### src/rtl/q_argmax_scan.sv
// Sequential argmax over an external Q-value mux: drives sel one entry per
// cycle, tracks the running maximum of din, and publishes index/value on done.
module q_argmax_scan #(
   parameter int DATA_W    = 16,
   parameter int SEL_W     = 4,
   parameter int N_ENTRIES = 16,
   parameter bit SIGNED    = 1'b1
) (
   input  logic              clk,
   input  logic              rst,
   input  logic              start,
   output logic [SEL_W-1:0]  sel,
   input  logic [DATA_W-1:0] din,
   output logic              busy,
   output logic              done,
   output logic [SEL_W-1:0]  max_idx,
   output logic [DATA_W-1:0] max_val
);

   // state  | meaning
   // S_IDLE | waiting for start, sel parked at 0
   // S_SCAN | one mux entry compared per cycle
   // S_DONE | one-cycle done pulse, results valid
   typedef enum logic [1:0] {S_IDLE, S_SCAN, S_DONE} state_t;

   localparam logic [SEL_W-1:0] LAST_SEL = SEL_W'(N_ENTRIES - 1);

   state_t              state_q, state_d;
   logic [SEL_W-1:0]    sel_q, sel_d;
   logic [SEL_W-1:0]    best_idx_q, best_idx_d;
   logic [DATA_W-1:0]   best_val_q, best_val_d;
   logic [SEL_W-1:0]    max_idx_q, max_idx_d;
   logic [DATA_W-1:0]   max_val_q, max_val_d;
   logic                din_gt;
   logic [SEL_W-1:0]    cand_idx;
   logic [DATA_W-1:0]   cand_val;

   always_comb begin
      if (SIGNED) din_gt = $signed(din) > $signed(best_val_q);
      else        din_gt = din > best_val_q;
   end

   // Entry 0 seeds the running best; strict compare keeps the lowest index on ties.
   always_comb begin
      if (sel_q == '0 || din_gt) begin
         cand_idx = sel_q;
         cand_val = din;
      end else begin
         cand_idx = best_idx_q;
         cand_val = best_val_q;
      end
   end

   always_comb begin
      state_d    = state_q;
      sel_d      = sel_q;
      best_idx_d = best_idx_q;
      best_val_d = best_val_q;
      max_idx_d  = max_idx_q;
      max_val_d  = max_val_q;
      case (state_q)
         S_IDLE: begin
            sel_d = '0;
            if (start) state_d = S_SCAN;
         end
         S_SCAN: begin
            best_idx_d = cand_idx;
            best_val_d = cand_val;
            if (sel_q == LAST_SEL) begin
               max_idx_d = cand_idx;
               max_val_d = cand_val;
               sel_d     = '0;
               state_d   = S_DONE;
            end else begin
               sel_d = sel_q + SEL_W'(1);
            end
         end
         S_DONE:  state_d = S_IDLE;
         default: state_d = S_IDLE;
      endcase
   end

   always_ff @(posedge clk) begin
      if (rst) begin
         state_q    <= S_IDLE;
         sel_q      <= '0;
         best_idx_q <= '0;
         best_val_q <= '0;
         max_idx_q  <= '0;
         max_val_q  <= '0;
      end else begin
         state_q    <= state_d;
         sel_q      <= sel_d;
         best_idx_q <= best_idx_d;
         best_val_q <= best_val_d;
         max_idx_q  <= max_idx_d;
         max_val_q  <= max_val_d;
      end
   end

   assign sel     = sel_q;
   assign busy    = (state_q == S_SCAN);
   assign done    = (state_q == S_DONE);
   assign max_idx = max_idx_q;
   assign max_val = max_val_q;

endmodule
### config.mk
export PLATFORM = sky130hd
export DESIGN_NAME = q_argmax_scan
export DESIGN_NICKNAME = d
export VERILOG_FILES = /design/src/rtl/q_argmax_scan.sv
export SDC_FILE = /design/constraint.sdc
export NUM_CORES = 1
export LEC_CHECK = 0
export BUFFER_PORTS_ARGS = -buffer_cell sky130_fd_sc_hd__buf_2
export CORE_UTILIZATION = 50
export CTS_CLUSTER_SIZE = 30
export DETAILED_ROUTE_END_ITERATION = 10
export PLACE_DENSITY = 0.73
export RECOVER_POWER = 50
export SYNTH_ARGS = -nofsm -noshare
export SYNTH_HDL_FRONTEND = slang
export SYNTH_SLANG_ARGS = --single-unit
### constraint.sdc
create_clock -name clk -period 6.5 [get_ports clk]
set_clock_uncertainty 0.05 [all_clocks]
set_input_delay 0.325 -clock clk [delete_from_list [all_inputs] [get_ports clk]]
set_output_delay 0.325 -clock clk [all_outputs]
set_load 0.03 [all_outputs]
**Yosys cells after proc, flatten, opt, wreduce, memory -nomap -nowiden**

Index checks and enable logic that the tools add are counted.

- Bits in registers: 46
- Input bits: 19
- Output and inout port bits: 26

- Reduce and logical (&&, ||, !) cells: 6
- Add/sub/neg operators: 1
- Multiplexer cells: 7
- Magnitude comparators: 1
- Equal/unequal tests: 5

Operator list:

| cell | count |
|---|---|
| 16-bit > comparator | 1 |
| 16-bit two-way mux | 1 |
| 4-bit two-way mux | 2 |
| 4-bit case mux with 2 select lines | 1 |
| 4-bit by 1-bit adder with 4-bit output, second input constant | 1 |
| 4-bit equality test, second input constant | 1 |
| 4-bit zero test | 1 |
| 2-bit two-way mux | 2 |
| 2-bit case mux with 2 select lines | 1 |
| 2-bit AND reduction | 2 |
| 2-bit by 1-bit equality test with 1-bit output, second input constant | 1 |
| 2-bit equality test, second input constant | 1 |
| 2-bit zero test | 1 |
| 2-bit by 1-bit != test with 1-bit output, second input constant | 1 |
| 2-bit != test, second input constant | 1 |
| 2-bit nonzero test | 1 |
| 1-bit logical OR | 1 |

**Longest topological paths before layout**

- Depth after elaboration: 3
- Mapped depth: 10

**Worst setup path after synthesis**

Ideal clock, no wire load.

- Path kind: flip-flop to flip-flop
- Start point: register best_val_q[15]
- End point: register best_idx_q[0]
- Data required time: 6.378 ns
- Cell stages (with the launch flop): 11
- Setup time: 0.072 ns
- Slack: 4.153 ns
- Data arrival time: 2.226 ns
- Cell sequence: dfxtp_1 > inv_1 > ha_1 > nand4_2 > nor4_4 > o21ai_2 > a221o_1 > buf_4 > a21oi_4 > buf_6 > mux2i_1

- Cells in the longest elaborated chain, start to end: 3

RTL lines:

| what | RTL line | source |
|---|---|---|
| start: declaration | 31 | `logic [DATA_W-1:0] best_val_q, best_val_d;` |
| start signal: assignment | 95 | `best_val_q <= best_val_d;` |
| 16-bit > comparator | 39 | `if (SIGNED) din_gt = $signed(din) > $signed(best_val_q);` |
| 1-bit logical OR | 45 | `if (sel_q == '0 \|\| din_gt) begin` |
| 4-bit two-way mux | 45 |  |
| end signal: assignment | 94 | `best_idx_q <= best_idx_d;` |
| end: declaration | 30 | `logic [SEL_W-1:0] best_idx_q, best_idx_d;` |

Every way passes these cells.
A chain may end at the register's enable or synchronous reset.

**Worst setup path after layout**

- Start point: register best_val_q[15]
- End point: register max_idx_q[2], in the netlist max_idx[2]

- Cells in the longest elaborated chain, start to end: 3

RTL lines:

| what | RTL line | source |
|---|---|---|
| 16-bit > comparator | 39 |  |
| 1-bit logical OR | 45 |  |
| 4-bit two-way mux | 45 |  |
| end signal: assignment | 96 | `max_idx_q <= max_idx_d;` |
| end: declaration | 32 | `logic [SEL_W-1:0] max_idx_q, max_idx_d;` |

Every way passes these cells.

==> results by stage <==
STA:
- Dividing the final minimum period by the clock period gives 57.2%.
- The count of pins over their slew limit is 18.
- At the pin with the least slew margin, the transition time is 1810 ps.
- The summed negative setup slack over all endpoints is 0 ps.
- For this run, the top clock speed supported by timing is between 200 and 300 MHz.
- Setup repair after global routing left no endpoint under its margin.
- Measured against its own limit, the worst slew margin works out to -20.7%.
- The shortest period the worst path allows is 3720 ps.
- Setup violations remaining at the end of the flow were counted as 0.
- The count of endpoints failing hold in the final timing report was 0.

Placement:
- The final weighted congestion in routability-driven placement is just over 0.8.
- After detailed placement, the total cell area comes to between 2000 and 3000 µm².
- The count of buffers added on input and output ports is 44.
- Once detailed placement completed, the half-perimeter wirelength came to ~3.6 mm.

Job:
- The tool flagged a number of max-cap violations equal to 1.

GRT:
- Entering global routing, the biggest net connects 44 pins.
- The initial antenna violation count is 0.
- The number of global-route vias before repair is approximately 2000.
- The first-pass GRT wire length is ~9.3 mm.
- For this run, the total global-route usage over all layers was measured as 22.6%.
- The total overflow left after global routing is 0.

Floorplan:
- The cell row count is 25.
- The die covers roughly 5200 µm².
- Pin placement for this block handled 45 I/O pins.
- The core outline area is between 4000 and 5000 µm².
- Measured along the y axis, the die boundary spans just over 70 µm.
- The die is a little over 70 µm wide.
- Once the floorplan was initialized, standard cells occupied roughly 52% of the core.

Critical path:
- The kind of start point of the critical path is a flip-flop.
- Of all nets on the critical path, the largest fanout is 18.
- The worst setup path is of the flip-flop to flip-flop kind.
- The critical path starts at best_val_q[15].
- For the worst setup path, the data arrival time is 3890 ps.
- STA classifies the critical path endpoint as a flip-flop.
- The start of the worst register-to-register path is best_val_q[15].
- Data on the critical path is required at its endpoint by about 6700 ps.

Power and ir drop:
- The design draws around 550 µW.
- The worst supply voltage drop on vdd is slightly below 0.1 mV.
- The analysis attributes to cell leakage a power of approximately 0.95 nW.
- The power density normalized to cell area is around 200 nW/µm².

Synthesis:
- The count of flip-flops with a built-in enable after synthesis is 0.
- Among all flip-flop cells after synthesis, the most frequent one is sky130_fd_sc_hd__dfxtp_1.
- After synthesis, the share of cell area in mux cells is about 1.2%.
- The largest family of logic cells by synthesized area is compound AO/OA/AOI/OAI gates.
- Of the total synthesized cell area, the portion taken by full adders, half adders and majority gates is about 9.1%.
- The total of flip-flops plus latches after synthesis is 46.
- The count of synthesis-stage warnings from yosys is 0.
- The XOR/XNOR share of the synthesized area is 0%.
- Synthesis produced a netlist whose cell count is 283.
- Of all flip-flops after synthesis, the portion carrying an async set or reset was 0%.
- The post-synthesis average cell area is ~8.7 µm².
- The proportion of synthesized chip area in sequential cells is about 37%.
- Summing the areas of all compound-gate instances in the mapped netlist gives between 30 and 40% of the synthesized area.
- Of the total synthesized cell area, the portion taken by AND, OR, NAND and NOR gates is roughly an eighth.
- The area of the mapped netlist is 2470 µm².
- When the netlist entered floorplanning its net count stood at 320.
- The number of distinct standard cells referenced by the synthesized netlist is 40.

CTS:
- Clock-pin slew was measured on the worst setup and hold paths at roughly 80 ps.
- Buffers added to address setup during post-CTS repair amount to 0.
- No sink is reached through more buffers than the 2 on the longest clock path.
- Buffers inserted to repair hold after CTS numbered 0.
- The clock tree from TritonCTS is built.
- The number of buffers created by CTS is 5.
- At the later pin of the worst-skew pair, clock insertion delay measures around 300 ps.
- The clock tree synthesis step divided the H-tree into 2 levels.
- The count of cells resized by post-cts repair is 0.
- Clock tree synthesis found a total of 46 sinks.
- The root buffer cell chosen for the clock tree is sky130_fd_sc_hd__clkbuf_8.

Finish:
- The number of nets in the final layout is 350.
- 0 antenna diodes ended up in the layout.
- The synthesis-to-layout area growth is 9.93%.
- Summing all non-filler instances in the final layout gives an area of 2710 µm².
- Cells with a size suffix above 1 make up approximately a tenth of the layout.

Routing:
- The count of nets left with antenna violations once routing finished came out at 0.
- The routed design has between 5 and 6 mm of wire.
- In the routed design, unresolved DRC markers number 0.
- The initial detailed-routing violation count is approximately 110.
- The average via count per standard cell is ~6.
- The first detailed-routing pass ran for 4 iterations.
- The per-cell routed wire length is around 15 µm.
- Detailed routing inserted a total of 2235 vias.

Outcome:
- The run finished, with violations left.
- The final reports fail on capacitance limit, slew limit.

Min path:
- The worst hold path begins at start.
- The worst hold path belongs to the class primary input to flip-flop.
-- worst max-delay path: stages (launching register included) --
cell and delay, ps:
sky130_fd_sc_hd__dfxtp_1 330, sky130_fd_sc_hd__inv_1 50, sky130_fd_sc_hd__ha_1 310, sky130_fd_sc_hd__nand4_2 180
sky130_fd_sc_hd__nor3_1 340, sky130_fd_sc_hd__a2111oi_4 170, sky130_fd_sc_hd__a221oi_1 1450, sky130_fd_sc_hd__buf_4 420
sky130_fd_sc_hd__a31oi_1 120, sky130_fd_sc_hd__a31oi_1 200
-- flip-flops by register name, indices dropped and copies added, names as in the netlist --
| signal | cells |
|---|---|
| best_idx_q | 4 |
| best_val_q | 16 |
| max_idx | 4 |
| max_val | 16 |
| sel | 4 |
| state_q | 2 |
-- power by group --
part	switching (mW)	internal, mW	total (mW)
sequential	0.00493	0.289	0.294
combinational	0.0649	0.0296	0.0945
clock	0.0906	0.0742	0.165
total	0.160	0.393	0.553
-- layout by cell type (no fill, tap or decap), types with 2 or more instances in the layout --
cell type,instances
sky130_fd_sc_hd__o2111ai_1,15
sky130_fd_sc_hd__a22oi_1,2
sky130_fd_sc_hd__buf_4,2
sky130_fd_sc_hd__o32ai_1,2
sky130_fd_sc_hd__nand3_1,24
sky130_fd_sc_hd__o21ai_0,39
sky130_fd_sc_hd__nor2_1,5
sky130_fd_sc_hd__nor3_1,3
sky130_fd_sc_hd__clkbuf_8,5
sky130_fd_sc_hd__mux2i_1,3
sky130_fd_sc_hd__a31oi_1,21
sky130_fd_sc_hd__dfxtp_1,46
sky130_fd_sc_hd__nand2b_1,3
sky130_fd_sc_hd__o21ai_1,2
sky130_fd_sc_hd__o31ai_1,17
sky130_fd_sc_hd__a21oi_1,7
sky130_fd_sc_hd__ha_1,18
sky130_fd_sc_hd__nor2b_1,2
sky130_fd_sc_hd__clkbuf_1,28
sky130_fd_sc_hd__nand2_1,10
sky130_fd_sc_hd__inv_1,23
sky130_fd_sc_hd__buf_2,18
-- kinds of logic after synthesis --
logic type,count (synthesis)
mux,3
flops,46
compound gates,115
simple gates,55
buf+inv,46
fa+ha+maj,18
-- metal layers --
layer | share of wire [%] | global-route usage, % | vias up
li1 | - | - | 1131
met1 | 49 | 30.3 | 1040
met2 | 45 | 36.6 | 58
met3 | 4.5 | 4.31 | 6
met4 | 1.1 | 7.63 | 0
met5 | 0 | 0 | -
-- final cells by class --
class                           instances  area [µm²]
Fill cell                             430        2010
Multi-Input combinational cell        191        1340
Sequential cell                        46         921
Timing Repair Buffer                   46         203
Inverter                               23        86.3
Tap cell                               67        83.8
Clock buffer                            7        76.3
-- path summary, 6_finish.rpt --
check	cells past startpoint	endpoint	slack (ps)
setup / recovery	9	max_idx[2]	2780
hold / removal	3	state_q[0]	250
setup reg to reg	9	max_idx[2]	2780
hold reg to reg	2	max_idx[2]	420
-- through the flow --
stage	hold WS, ps	utilization [%]	setup slack (ps)	std cells
6_report	254	57.5	2780	380
4_1_cts	242	58.3	3320	380
5_1_grt	248	57.5	2410	380
3_5_place_dp	408	56.7	3240	373
2_1_floorplan	358	-	4150	283
3_3_place_gp	395	56.7	3250	373
-- Yosys cell counts (2+ instances only) --
library cell | instances | area (µm²)
sky130_fd_sc_hd__a21oi_1 | 7 | 35.0
sky130_fd_sc_hd__a22oi_1 | 2 | 15.0
sky130_fd_sc_hd__a31oi_1 | 21 | 131
sky130_fd_sc_hd__buf_2 | 4 | 20.0
sky130_fd_sc_hd__buf_4 | 2 | 15.0
sky130_fd_sc_hd__buf_6 | 2 | 22.5
sky130_fd_sc_hd__clkbuf_1 | 14 | 52.6
sky130_fd_sc_hd__dfxtp_1 | 46 | 921
sky130_fd_sc_hd__ha_1 | 18 | 225
sky130_fd_sc_hd__inv_1 | 23 | 86.3
sky130_fd_sc_hd__mux2i_1 | 3 | 30.0
sky130_fd_sc_hd__nand2_1 | 10 | 37.5
sky130_fd_sc_hd__nand2b_1 | 3 | 18.8
sky130_fd_sc_hd__nand3_1 | 24 | 120
sky130_fd_sc_hd__nor2_1 | 6 | 22.5
sky130_fd_sc_hd__nor2b_1 | 2 | 12.5
sky130_fd_sc_hd__nor3_1 | 3 | 15.0
sky130_fd_sc_hd__o2111ai_1 | 15 | 131
sky130_fd_sc_hd__o21ai_0 | 36 | 180
sky130_fd_sc_hd__o21ai_1 | 5 | 25.0
sky130_fd_sc_hd__o31ai_1 | 17 | 128
sky130_fd_sc_hd__o32ai_1 | 2 | 17.5
Power figures use the tool's default switching activity.
